===== config.mk =====
export PLATFORM = sky130hd
export DESIGN_NAME = bcd_tens_display
export DESIGN_NICKNAME = d
export VERILOG_FILES = /design/src/rtl/bcd_disp_pkg.sv /design/src/rtl/bcd_to_7seg.sv /design/src/rtl/bcd_tens_display.sv
export SDC_FILE = /design/constraint.sdc
export NUM_CORES = 1
export LEC_CHECK = 0
export ABC_AREA = 1
export BUFFER_PORTS_ARGS = -buffer_cell sky130_fd_sc_hd__buf_2
export CAP_MARGIN = 10
export CORE_AREA = 2 2 88 82
export DETAILED_ROUTE_END_ITERATION = 8
export DIE_AREA = 0 0 90 84
export SETUP_SLACK_MARGIN = 0.3
export SYNTH_ARGS = -nofsm -noshare
export SYNTH_HDL_FRONTEND = slang
export SYNTH_HIERARCHICAL = 1
export SYNTH_SLANG_ARGS = --single-unit
export TNS_END_PERCENT = 20

===== constraint.sdc =====
create_clock -name clk -period 4.5 [get_ports clk]
set_clock_uncertainty 0.15 [all_clocks]
set_input_delay 0.225 -clock clk [delete_from_list [all_inputs] [get_ports clk]]
set_output_delay 0.225 -clock clk [all_outputs]
set_load 0.02 [all_outputs]

===== src/rtl/bcd_disp_pkg.sv =====
// Shared scan-state type and active-high 7-segment patterns {g,f,e,d,c,b,a}
// for the two-digit BCD display.
package bcd_disp_pkg;

    typedef enum logic [1:0] {
        ONES   = 2'd0,
        BLANK1 = 2'd1,
        TENS   = 2'd2,
        BLANK0 = 2'd3
    } scan_state_t;

    localparam logic [6:0] SEG_0    = 7'b0111111;
    localparam logic [6:0] SEG_1    = 7'b0000110;
    localparam logic [6:0] SEG_2    = 7'b1011011;
    localparam logic [6:0] SEG_3    = 7'b1001111;
    localparam logic [6:0] SEG_4    = 7'b1100110;
    localparam logic [6:0] SEG_5    = 7'b1101101;
    localparam logic [6:0] SEG_6    = 7'b1111101;
    localparam logic [6:0] SEG_7    = 7'b0000111;
    localparam logic [6:0] SEG_8    = 7'b1111111;
    localparam logic [6:0] SEG_9    = 7'b1101111;
    localparam logic [6:0] SEG_DASH = 7'b1000000;
    localparam logic [6:0] SEG_OFF  = 7'b0000000;

endpackage


===== src/rtl/bcd_to_7seg.sv =====
// Combinational BCD to 7-segment decoder, active-high; non-BCD codes show a dash.
module bcd_to_7seg
    import bcd_disp_pkg::*;
(
    input  logic [3:0] digit,
    output logic [6:0] seg
);

    always_comb begin
        seg = SEG_DASH;
        case (digit)
            4'd0: seg = SEG_0;
            4'd1: seg = SEG_1;
            4'd2: seg = SEG_2;
            4'd3: seg = SEG_3;
            4'd4: seg = SEG_4;
            4'd5: seg = SEG_5;
            4'd6: seg = SEG_6;
            4'd7: seg = SEG_7;
            4'd8: seg = SEG_8;
            4'd9: seg = SEG_9;
            default: seg = SEG_DASH;
        endcase
    end

endmodule


===== src/rtl/bcd_tens_display.sv =====
// Tens stage cascaded from a mod-10 up/down ones counter, driving a two-digit
// multiplexed 7-segment display with blank slots between digits.
module bcd_tens_display
    import bcd_disp_pkg::*;
#(
    parameter int unsigned REFRESH_DIV    = 50000,
    parameter int unsigned BLANK_CYCLES   = 100,
    parameter bit          SEG_ACTIVE_LOW = 1'b1
) (
    input  logic       clk,
    input  logic       reset,
    input  logic       d,
    input  logic [3:0] q,
    input  logic       c,
    output logic [3:0] tens,
    output logic       ovf,
    output logic [6:0] seg,
    output logic [1:0] an
);

    localparam int unsigned SLOT_MAX = (REFRESH_DIV > BLANK_CYCLES) ? REFRESH_DIV : BLANK_CYCLES;
    localparam int unsigned CW       = (SLOT_MAX > 2) ? $clog2(SLOT_MAX) : 1;
    localparam logic [CW-1:0] LIT_LAST   = CW'(REFRESH_DIV - 1);
    localparam logic [CW-1:0] BLANK_LAST = CW'(BLANK_CYCLES - 1);
    localparam logic [6:0] SEG_MASK = SEG_ACTIVE_LOW ? 7'h7F : 7'h00;
    localparam logic [1:0] AN_MASK  = SEG_ACTIVE_LOW ? 2'b11 : 2'b00;

    // ---------------- tens counter ----------------
    logic c_prev;
    logic c_rise;

    assign c_rise = c & ~c_prev;

    // Codes above 9 cannot arise from reset; they recover to 0 (up) or 9 (down) silently.
    always_ff @(posedge clk) begin
        if (reset) begin
            tens   <= '0;
            ovf    <= 1'b0;
            c_prev <= 1'b1;
        end else begin
            c_prev <= c;
            ovf    <= 1'b0;
            if (c_rise) begin
                if (!d) begin
                    if (tens == 4'd9) begin
                        tens <= '0;
                        ovf  <= 1'b1;
                    end else if (tens > 4'd9) begin
                        tens <= '0;
                    end else begin
                        tens <= tens + 4'd1;
                    end
                end else begin
                    if (tens == 4'd0) begin
                        tens <= 4'd9;
                        ovf  <= 1'b1;
                    end else if (tens > 4'd9) begin
                        tens <= 4'd9;
                    end else begin
                        tens <= tens - 4'd1;
                    end
                end
            end
        end
    end

    // ---------------- scan FSM ----------------
    scan_state_t    state;
    scan_state_t    next_state;
    logic [CW-1:0]  cnt;
    logic           slot_last;

    always_ff @(posedge clk) begin
        if (reset) begin
            state <= ONES;
            cnt   <= '0;
        end else begin
            state <= next_state;
            cnt   <= slot_last ? '0 : cnt + 1'b1;
        end
    end

    always_comb begin
        next_state = state;
        slot_last  = 1'b0;
        case (state)
            ONES: begin
                slot_last = (cnt == LIT_LAST);
                if (slot_last) next_state = BLANK1;
            end
            BLANK1: begin
                slot_last = (cnt == BLANK_LAST);
                if (slot_last) next_state = TENS;
            end
            TENS: begin
                slot_last = (cnt == LIT_LAST);
                if (slot_last) next_state = BLANK0;
            end
            BLANK0: begin
                slot_last = (cnt == BLANK_LAST);
                if (slot_last) next_state = ONES;
            end
            default: begin
                slot_last  = 1'b1;
                next_state = ONES;
            end
        endcase
    end

    // ---------------- display outputs ----------------
    logic [3:0] digit;
    logic [6:0] lit;
    logic [6:0] seg_next;
    logic [1:0] an_next;

    assign digit = (state == TENS) ? tens : q;

    bcd_to_7seg u_dec (
        .digit (digit),
        .seg   (lit)
    );

    always_comb begin
        seg_next = SEG_OFF;
        an_next  = 2'b00;
        case (state)
            ONES: begin
                seg_next = lit;
                an_next  = 2'b01;
            end
            TENS: begin
                seg_next = lit;
                an_next  = 2'b10;
            end
            default: begin
                seg_next = SEG_OFF;
                an_next  = 2'b00;
            end
        endcase
    end

    always_ff @(posedge clk) begin
        if (reset) begin
            seg <= SEG_OFF ^ SEG_MASK;
            an  <= AN_MASK;
        end else begin
            seg <= seg_next ^ SEG_MASK;
            an  <= an_next ^ AN_MASK;
        end
    end

endmodule

==> run metrics <==
Seq pwr share=0.438; maximum vdd drop=0.102 mV; share of cells above drive strength 1=0.123; R2R setup slack=approximately 2.3 ns; fmax=~450 MHz; drc violations=0; chip height=84 um; cell count after synthesis=282; pin count of the biggest net entering global routing=17; Avg Inst Size Synth=roughly 6.8 um2; clock tree buffer depth=2; Skew-Pair Late Insertion Delay=roughly 0.28 ns; CP most frequent cell=nand2_1; final slew viol count=0; Pwr Density=roughly 310 nW/um2; FP Rows=29; Leak=about 0.99 nW; setup TNS=0 ns; share of total power in combinational logic=0.093; Die Wd=90 um; Worst Hold Class=input pin to register; Req. time, crit path=around 4.5 ns; initial core utilization=0.285; #FFs+latches synth=33; Hold Path Depth=3; all-layer global routing usage=0.108; Psw=about 0.16 mW; Core ar.=between 6000 and 7000 um2; synth warn=6; post-synthesis sequential area ratio=0.343; drt first pass iters=4; Hold EP=seg[1]; dpl cells=roughly 390; Tcrit/Tclk final=0.494; final worst slack=~2.3 ns; Via Count=1684; Int Pwr=approximately 0.54 mW; DR WL/cell=about 9.5 um; Num CTS Buffers=5; slowest CP cell=o21ai_0; number of global-route vias before repair=~1600; Rel. slew slack=0.602; Placer Congestion=0.843; Ports=22; initial antenna violation count=0; post-CTS setup buffer count=0; Root Driver=clkbuf_8; antenna-violating nets left=0; CTS clk-pin slew, worst paths=0.07 ns; drt via density=4.20; first-pass GRT wire length=approximately 7000 um; n_diodes=0; pre-CTS setup slack=about 2.3 ns; RSZ-0062 raised after global routing=false; count of input and output buffers=21; net count reported at finish=approximately 330; Finished Layout Cells=roughly 400; CP peak stage delay=about 0.39 ns; Synth async-reset ratio=0; Synth cell types=23; Total Wirelength=3800 um; Switching Fraction=0.225; R2R cell count=11; P&R area growth vs syn=17.7%; Least-Margin Pin Slew=0.591 ns; status=finished, final reports clean; Final setup violation count=0; die area=approximately 7600 um2; Worst setup SP type=register; Critical Path AT=~2.2 ns; Largest delay share family, worst path=adder cells; Buf+Inv Stages, Crit Path=3; clock power share=0.469; final core utilization=0.336; Most used DFF post-synth=dfxtp_1; First DRT Iteration DRCs=54; FF-to-FF Start=state[0]; HPWL Detailed=approximately 3000 um; syn nets=306; CTS H-tree depth=2; CP Capture Type=register; Final Hold Fails=0; EDFF count, synth=0; CTS sink count=33; total congestion overflow=0; Reg2Reg Capture Point=seg[3]; critical path peak fanout=8; Tmin final=approximately 2.2 ns; max_cap viols=0; hold_ws=around 0.11 ns; worst path cell trace=inv_1 -> ha_1 -> inv_1 -> o21ai_0 -> inv_1 -> ha_1 -> nand2_1 -> nand2_1 -> nand2_1 -> nand2_1 -> nand2_1; Worst Hold Launch=reset; TritonCTS clock tree=built; Setup CP Type=register to register; Synth Cell Area=a little under 2000 um2
==> state kept, by name (all words and copies together), names as in the netlist <==
| register | count |
|---|---|
| an | 2 |
| c_prev | 1 |
| cnt | 16 |
| seg | 7 |
| state | 2 |
| ovf | 1 |
| tens | 4 |
==> timing repair <==
action                    CTS  global route
hold buffers                1             0
hold endpoints to repair    1             0
gates resized for setup     0             0
==> Yosys cell counts, types with 2 or more instances <==
master / instances / share of area
xnor2_1: 2 / 0.0091
nor2_2: 3 / 0.0097
nand3_1: 21 / 0.055
nand4_1: 6 / 0.019
or2_2: 2 / 0.0065
nor3_1: 6 / 0.016
a21oi_1: 3 / 0.0078
a31oi_1: 2 / 0.0065
ha_1: 16 / 0.10
o21ai_0: 10 / 0.026
dfxtp_1: 33 / 0.34
clkbuf_1: 2 / 0.0039
xor2_1: 11 / 0.050
inv_1: 39 / 0.076
nor2_1: 45 / 0.088
nand2_1: 74 / 0.14
==> worst max path at each step <==
| stage | startpoint | end | slack [ns] | cells after the start |
|---|---|---|---|---|
| after floorplan | state[0] | seg[3] | 2.51 | 11 |
| after CTS | state[0] | seg[3] | 2.25 | 11 |
| after global placement | state[0] | seg[3] | 2.36 | 11 |
| final | state[0] | seg[3] | 2.28 | 11 |
| after global routing | state[0] | seg[3] | 1.99 | 11 |
| after detailed placement | state[0] | seg[3] | 2.26 | 11 |
==> cell type report <==
class,instances,area (um2)
fillers,753,4480
inverters,40,150
well taps,93,116
repair buffers,22,115
multi-input cells,205,1090
clock inverters,3,65.1
clock buffers,5,68.8
flip-flops and latches,33,661
==> cells by family (layout without fill, tap and decap cells) <==
logic type / count (synthesis) / in the layout / share of synthesized area
fa+ha+maj: 16 / 16 / 0.104
simple gates: 159 / 159 / 0.348
buf+inv: 44 / 70 / 0.0903
compound gates: 17 / 17 / 0.0552
xor+xnor: 13 / 13 / 0.0591
flops: 33 / 33 / 0.343
==> metal layers <==
metal | global-route usage | up-vias | share of wire
met4 | 0.0364 | 0 | 0.0040
li1 | - | 923 | -
met3 | 0.0352 | 2 | 0.033
met5 | 0 | - | 0
met2 | 0.194 | 19 | 0.49
met1 | 0.121 | 740 | 0.47
==> worst register-to-register path: stages, from the launching register on <==
cell	delay, ns
dfxtp_1	0.33
inv_1	0.12
ha_1	0.18
inv_1	0.11
o21ai_0	0.39
inv_1	0.19
ha_1	0.31
nand2_1	0.06
nand2_1	0.10
nand2_1	0.05
nand2_1	0.05
nand2_1	0.05
==> layout by cell type (no fill, tap or decap), drive strengths merged <==
cell type / synthesis / layout
or2: 2 / 2
xnor2: 2 / 2
a21oi: 3 / 3
nand4: 6 / 6
xor2: 11 / 11
clkbuf: 2 / 5
nor3: 7 / 7
nor2: 48 / 48
o211ai: 2 / 2
clkinv: 0 / 1
buf: 2 / 21
dlygate4sd3: 0 / 1
nand2: 74 / 74
a31oi: 2 / 2
dfxtp: 33 / 33
ha: 16 / 16
bufinv: 0 / 2
nand3: 22 / 22
inv: 40 / 40
o21ai: 10 / 10
==> through the flow <==
stage                     total power [mW]  cell area, um2
after floorplan                      0.361            1930
after global placement               0.379            2120
after detailed placement             0.380            2120
after CTS                            0.713            2270
after global routing                 0.739            2270
final                                0.702            2270
==> power by group through the flow <==
| stage | combinational, mW | sequential, mW | clock (mW) |
|---|---|---|---|
| after floorplan | 0.0406 | 0.321 | 0 |
| after global placement | 0.0652 | 0.314 | 0 |
| after detailed placement | 0.0656 | 0.314 | 0 |
| after CTS | 0.0665 | 0.308 | 0.339 |
| after global routing | 0.0751 | 0.309 | 0.355 |
| final | 0.0655 | 0.307 | 0.329 |
No activity file was read; power rests on OpenSTA's default activity.
